[src/rtl/carryselect_pkg.sv]
// rtl/carryselect_pkg.sv - shared constants and overflow helper for the carry-select add/sub datapath
package carryselect_pkg;

  localparam int WIDTH_DEFAULT = 8;

  localparam logic OP_ADD = 1'b0;
  localparam logic OP_SUB = 1'b1;

  // Signed overflow: both operands agree in sign but the result does not.
  function automatic logic calc_ovf(input logic a_msb, input logic b_msb, input logic s_msb);
    return (a_msb == b_msb) && (s_msb != a_msb);
  endfunction

endpackage

[src/rtl/cs_slice_adder.sv]
// rtl/cs_slice_adder.sv - combinational ripple-carry slice used for each carry-select segment
module cs_slice_adder #(
  parameter int W = 4
) (
  input  logic [W-1:0] a,
  input  logic [W-1:0] b,
  input  logic         ci,
  output logic [W-1:0] sum,
  output logic         co
);

  logic c;

  // Bit-serial ripple: each bit consumes the carry produced by the bit below it.
  always_comb begin
    sum = '0;
    c   = ci;
    for (int i = 0; i < W; i++) begin
      sum[i] = a[i] ^ b[i] ^ c;
      c      = (a[i] & b[i]) | (c & (a[i] ^ b[i]));
    end
    co = c;
  end

endmodule

[src/rtl/carryselect8_addsub_pipe.sv]
// rtl/carryselect8_addsub_pipe.sv - two-stage pipelined carry-select adder/subtractor with valid/ready flow control
import carryselect_pkg::*;

module carryselect8_addsub_pipe #(
  parameter int WIDTH = WIDTH_DEFAULT,
  parameter int SPLIT = WIDTH / 2
) (
  input  logic             clk,
  input  logic             reset,
  input  logic             in_valid,
  output logic             in_ready,
  input  logic             op,
  input  logic [WIDTH-1:0] a,
  input  logic [WIDTH-1:0] b,
  input  logic             ci,
  output logic             out_valid,
  input  logic             out_ready,
  output logic [WIDTH-1:0] s,
  output logic             co,
  output logic             ovf
);

  localparam int HW = WIDTH - SPLIT;

  // Subtraction is a + ~b + ~borrow; the carry-out is inverted later to form the borrow.
  logic [WIDTH-1:0] b_eff;
  logic             c_in;
  assign b_eff = (op == OP_SUB) ? ~b : b;
  assign c_in  = (op == OP_SUB) ? ~ci : ci;

  logic [SPLIT-1:0] lo_sum;
  logic             lo_co;
  logic [HW-1:0]    hi0_sum, hi1_sum;
  logic             hi0_co, hi1_co;

  cs_slice_adder #(.W(SPLIT)) u_lo (
    .a   (a[SPLIT-1:0]),
    .b   (b_eff[SPLIT-1:0]),
    .ci  (c_in),
    .sum (lo_sum),
    .co  (lo_co)
  );

  cs_slice_adder #(.W(HW)) u_hi0 (
    .a   (a[WIDTH-1:SPLIT]),
    .b   (b_eff[WIDTH-1:SPLIT]),
    .ci  (1'b0),
    .sum (hi0_sum),
    .co  (hi0_co)
  );

  cs_slice_adder #(.W(HW)) u_hi1 (
    .a   (a[WIDTH-1:SPLIT]),
    .b   (b_eff[WIDTH-1:SPLIT]),
    .ci  (1'b1),
    .sum (hi1_sum),
    .co  (hi1_co)
  );

  // Stage 1 state
  logic             v1;
  logic [SPLIT-1:0] lo_sum_q;
  logic             lo_co_q;
  logic [HW-1:0]    hi0_sum_q, hi1_sum_q;
  logic             hi0_co_q, hi1_co_q;
  logic             a_msb_q, b_msb_q, op_q;

  // Stage 2 state
  logic v2;

  logic ready1, ready2;
  assign ready2    = !v2 || out_ready;
  assign ready1    = !v1 || ready2;
  assign in_ready  = ready1;
  assign out_valid = v2;

  // Stage 2 select: the registered low carry picks the precomputed high candidate.
  logic [HW-1:0]    hi_sel;
  logic             hi_co_sel;
  logic [WIDTH-1:0] s_next;
  logic             co_next, ovf_next;
  assign hi_sel    = lo_co_q ? hi1_sum_q : hi0_sum_q;
  assign hi_co_sel = lo_co_q ? hi1_co_q  : hi0_co_q;
  assign s_next    = {hi_sel, lo_sum_q};
  assign co_next   = hi_co_sel ^ (op_q == OP_SUB);
  assign ovf_next  = calc_ovf(a_msb_q, b_msb_q, s_next[WIDTH-1]);

  // Stage 1 register: capture slice results on an input transfer, drain when stage 2 takes them.
  always_ff @(posedge clk) begin
    if (reset) begin
      v1        <= 1'b0;
      lo_sum_q  <= '0;
      lo_co_q   <= 1'b0;
      hi0_sum_q <= '0;
      hi1_sum_q <= '0;
      hi0_co_q  <= 1'b0;
      hi1_co_q  <= 1'b0;
      a_msb_q   <= 1'b0;
      b_msb_q   <= 1'b0;
      op_q      <= OP_ADD;
    end else if (ready1) begin
      v1 <= in_valid;
      if (in_valid) begin
        lo_sum_q  <= lo_sum;
        lo_co_q   <= lo_co;
        hi0_sum_q <= hi0_sum;
        hi1_sum_q <= hi1_sum;
        hi0_co_q  <= hi0_co;
        hi1_co_q  <= hi1_co;
        a_msb_q   <= a[WIDTH-1];
        b_msb_q   <= b_eff[WIDTH-1];
        op_q      <= op;
      end
    end
  end

  // Stage 2 register: result holds while the sink stalls, and keeps stale data when empty.
  always_ff @(posedge clk) begin
    if (reset) begin
      v2  <= 1'b0;
      s   <= '0;
      co  <= 1'b0;
      ovf <= 1'b0;
    end else if (ready2) begin
      v2 <= v1;
      if (v1) begin
        s   <= s_next;
        co  <= co_next;
        ovf <= ovf_next;
      end
    end
  end

endmodule

[config.mk]
export PLATFORM = sky130hd
export DESIGN_NAME = carryselect8_addsub_pipe
export DESIGN_NICKNAME = d
export VERILOG_FILES = /design/src/rtl/carryselect_pkg.sv /design/src/rtl/cs_slice_adder.sv /design/src/rtl/carryselect8_addsub_pipe.sv
export SDC_FILE = /design/constraint.sdc
export NUM_CORES = 1
export LEC_CHECK = 0
export CAP_MARGIN = 20
export CORE_MARGIN = 1.5
export CORE_UTILIZATION = 40
export CTS_CLUSTER_DIAMETER = 30
export CTS_CLUSTER_SIZE = 30
export DETAILED_ROUTE_END_ITERATION = 10
export SLEW_MARGIN = 25
export SYNTH_ARGS = -nofsm -noshare
export SYNTH_HDL_FRONTEND = slang
export SYNTH_HIERARCHICAL = 1
export SYNTH_SLANG_ARGS = --single-unit
[constraint.sdc]
create_clock -name clk -period 7.2 [get_ports clk]
set_input_delay 1.08 -clock clk [delete_from_list [all_inputs] [get_ports clk]]
set_output_delay 1.08 -clock clk [all_outputs]
set_load 0.05 [all_outputs]
==> impl_metrics.ini <==
[drt]
drt-total-wl_um = 3130
postRouteAntennaNets = 0
drc = 0
avgRoutedWirePerCell_um = 11.6
drt-pass1-iter-count = 4
drt_iter0_drc = 59
vias = 1318
routed_via_density = 4.88

[yosys]
synth_top_area_cell = dfxtp_1
synth.top_cell.area_share = 0.365
async_flop_share = 0
ys.flop_type = dfxtp_1
seq_area_frac_synth = 0.365
netlist_instances = 193
yosys_warnings = 6
synth.area.top_cells = dfxtp_1 37%, fa_1 15%, a21oi_1 8.8%, inv_1 6.8%, nand3_1 6.7%
synth_edf_count = 0
syn_area_per_cell_um2 = 8.53
synth.distinct_cells = 24
ys_seq_elements = 30
syn_nets = 227
netlist_area_mm2 = 0.00165
ys_top_cells_by_count = 30 x dfxtp_1, 30 x inv_1, 29 x a21oi_1

[layout]
area_growth_pct = 24.9
nets = 253
fillCellCount = 379
insertedDiodeCount = 0
drive_gt1_frac = 0.0545

[global_route]
first_global_vias = 1294
gr-total-overflow = 0
grt_pass1_wl_um = 5630
antenna_found_initial = 0
grt_max_degree = 32
grt_usage = 0.165

[timing]
fin_skew_ns = 0.00356
min_period_over_period = 0.598
tns_ns = 0
rsz0062_at_grt = no
slew_violations = 0
timing.fmax_ghz = 0.232
worstMarginPinSlew_ns = 0.642
max_slew_margin = 0.570
hold_viol = 0
finalSetupViolCount = 0
finalCriticalPeriod_ns = 4.30

[clock_tree]
postCtsSetupBuffers = 0
cts_buffers = 5
htree_levels = 2
cts_sinks = 30
clk_latency_ns = 0.28
cts-hold-fix-buffers = 0
clockBufferDepth = 2
path_clk_slew_ns = 0.06
cts_tree = built
cts-root-buf = clkbuf_8
post_cts_resized = 0

[placement]
gp_congestion = 0.740
hpwl_um = 2440
portBuffers = 33

[worst_hold_path]
hold_class = reg2reg

[worst_setup_path]
end_kind = primary output
crit_required_ns = 6.12
worstPathArrival_ns = 3.22
critPathSlowestCell = clkdlybuf4s50_1
crit_chain = clkdlybuf4s50_1 -> and3b_1 -> inv_2 -> clkdlybuf4s50_1
crit_fanout = 20
crit_type = in2out
crit_path_frequent_cell = clkdlybuf4s50_1
crit_path_start_kind = primary input
max_stage_delay_ns = 0.78

[die]
die_area_mm2 = 0.00451
io-pin-count = 34
die_x_um = 67.1
die_height_um = 67.1
rows = 23
start_util = 0.414
core_mm2 = 0.00397

[flow_run]
drv_cap = 0

[run_status]
status = completed

[pwr]
leakage_nw = 0.845
powerDensity_mw_per_mm2 = 208
peakVddDrop_mv = 0.0669
power.total_mw = 0.428
metrics by stage:
step	worst slack [ns]	instance area (µm²)	hold WS [ns]	util	std cells
after global placement	2.94	1970	0.461	0.496	262
after floorplan	4.00	1650	0.442	-	193
after detailed placement	2.91	1970	0.465	0.496	262
final	2.90	2060	0.471	0.518	270
after CTS	2.89	2060	0.475	0.519	270
after global routing	2.74	2060	0.502	0.518	270
logic make-up after synthesis:
group,synth area share
AO/OA/AOI/OAI,0.185
other,0.00456
AND/OR/NAND/NOR,0.0989
XOR/XNOR,0.0532
buffers and inverters,0.117
flip-flops,0.365
multiplexers,0.0304
adder cells (fa/ha/maj),0.146
report_power, final:
part           switching, mW  internal (mW)  total, mW
Combinational         0.0572         0.0443      0.102
Clock                 0.0601         0.0769      0.137
Sequential           0.00900          0.180      0.189
Total                  0.126          0.302      0.428
flip-flops by register name, summed over array words and instances, names as in the netlist:
register	count
lo_sum_q	4
op_q	1
co	1
a_msb_q	1
hi0_sum_q	4
hi1_co_q	1
s	8
lo_co_q	1
hi1_sum_q	4
ovf	1
b_msb_q	1
hi0_co_q	1
out_valid	1
v1	1
layout by cell type (no fill, tap or decap), types with 2 or more instances in the layout:
cell type / Yosys / final
nor3_1: 3 / 3
nand2b_1: 2 / 2
mux2i_1: 5 / 5
a211oi_1: 4 / 4
nand3_1: 22 / 22
a21oi_1: 29 / 29
fa_1: 12 / 12
o21ai_1: 13 / 13
inv_1: 30 / 30
clkbuf_8: 0 / 6
clkdlybuf4s50_1: 0 / 32
dfxtp_1: 30 / 30
o21ai_0: 8 / 8
xor2_1: 9 / 9
inv_2: 3 / 3
conb_1: 2 / 2
layer usage:
| metal | track usage | vias to the layer above | wire length, µm |
|---|---|---|---|
| met5 | 0 | - | 0 |
| li1 | - | 678 | - |
| met1 | 0.190 | 593 | 1410 |
| met3 | 0.0400 | 5 | 170 |
| met4 | 0.0612 | 0 | 47 |
| met2 | 0.295 | 42 | 1500 |
worst paths after layout:
check,startpoint,to,slack [ns],cells past startpoint
setup / recovery,out_ready,in_ready,2.90,4
hold / removal,lo_sum_q[1]$_SDFFE_PP0P_,s[1]$_SDFFE_PP0P_,0.47,2
hold reg to reg,lo_sum_q[1]$_SDFFE_PP0P_,s[1]$_SDFFE_PP0P_,0.47,2
setup reg to reg,v1$_SDFFE_PP0P_,b_msb_q$_SDFFE_PP0P_,5.34,4
worst max-delay path: cells and delay by family:
kind,cells,cell delay [ns]
simple gates,1,0.63
buf+inv,3,1.51
final cells by class:
| cell class | instances | area, µm² | area share |
|---|---|---|---|
| Tap cell | 50 | 62.6 | 0.0304 |
| Sequential cell | 30 | 601 | 0.292 |
| Multi-Input combinational cell | 116 | 852 | 0.414 |
| Timing Repair Buffer | 33 | 325 | 0.158 |
| Clock buffer | 7 | 86.3 | 0.0420 |
| Inverter | 33 | 124 | 0.0603 |
| Clock inverter | 1 | 5.00 | 0.00243 |
(Power assumes the default switching activity.)
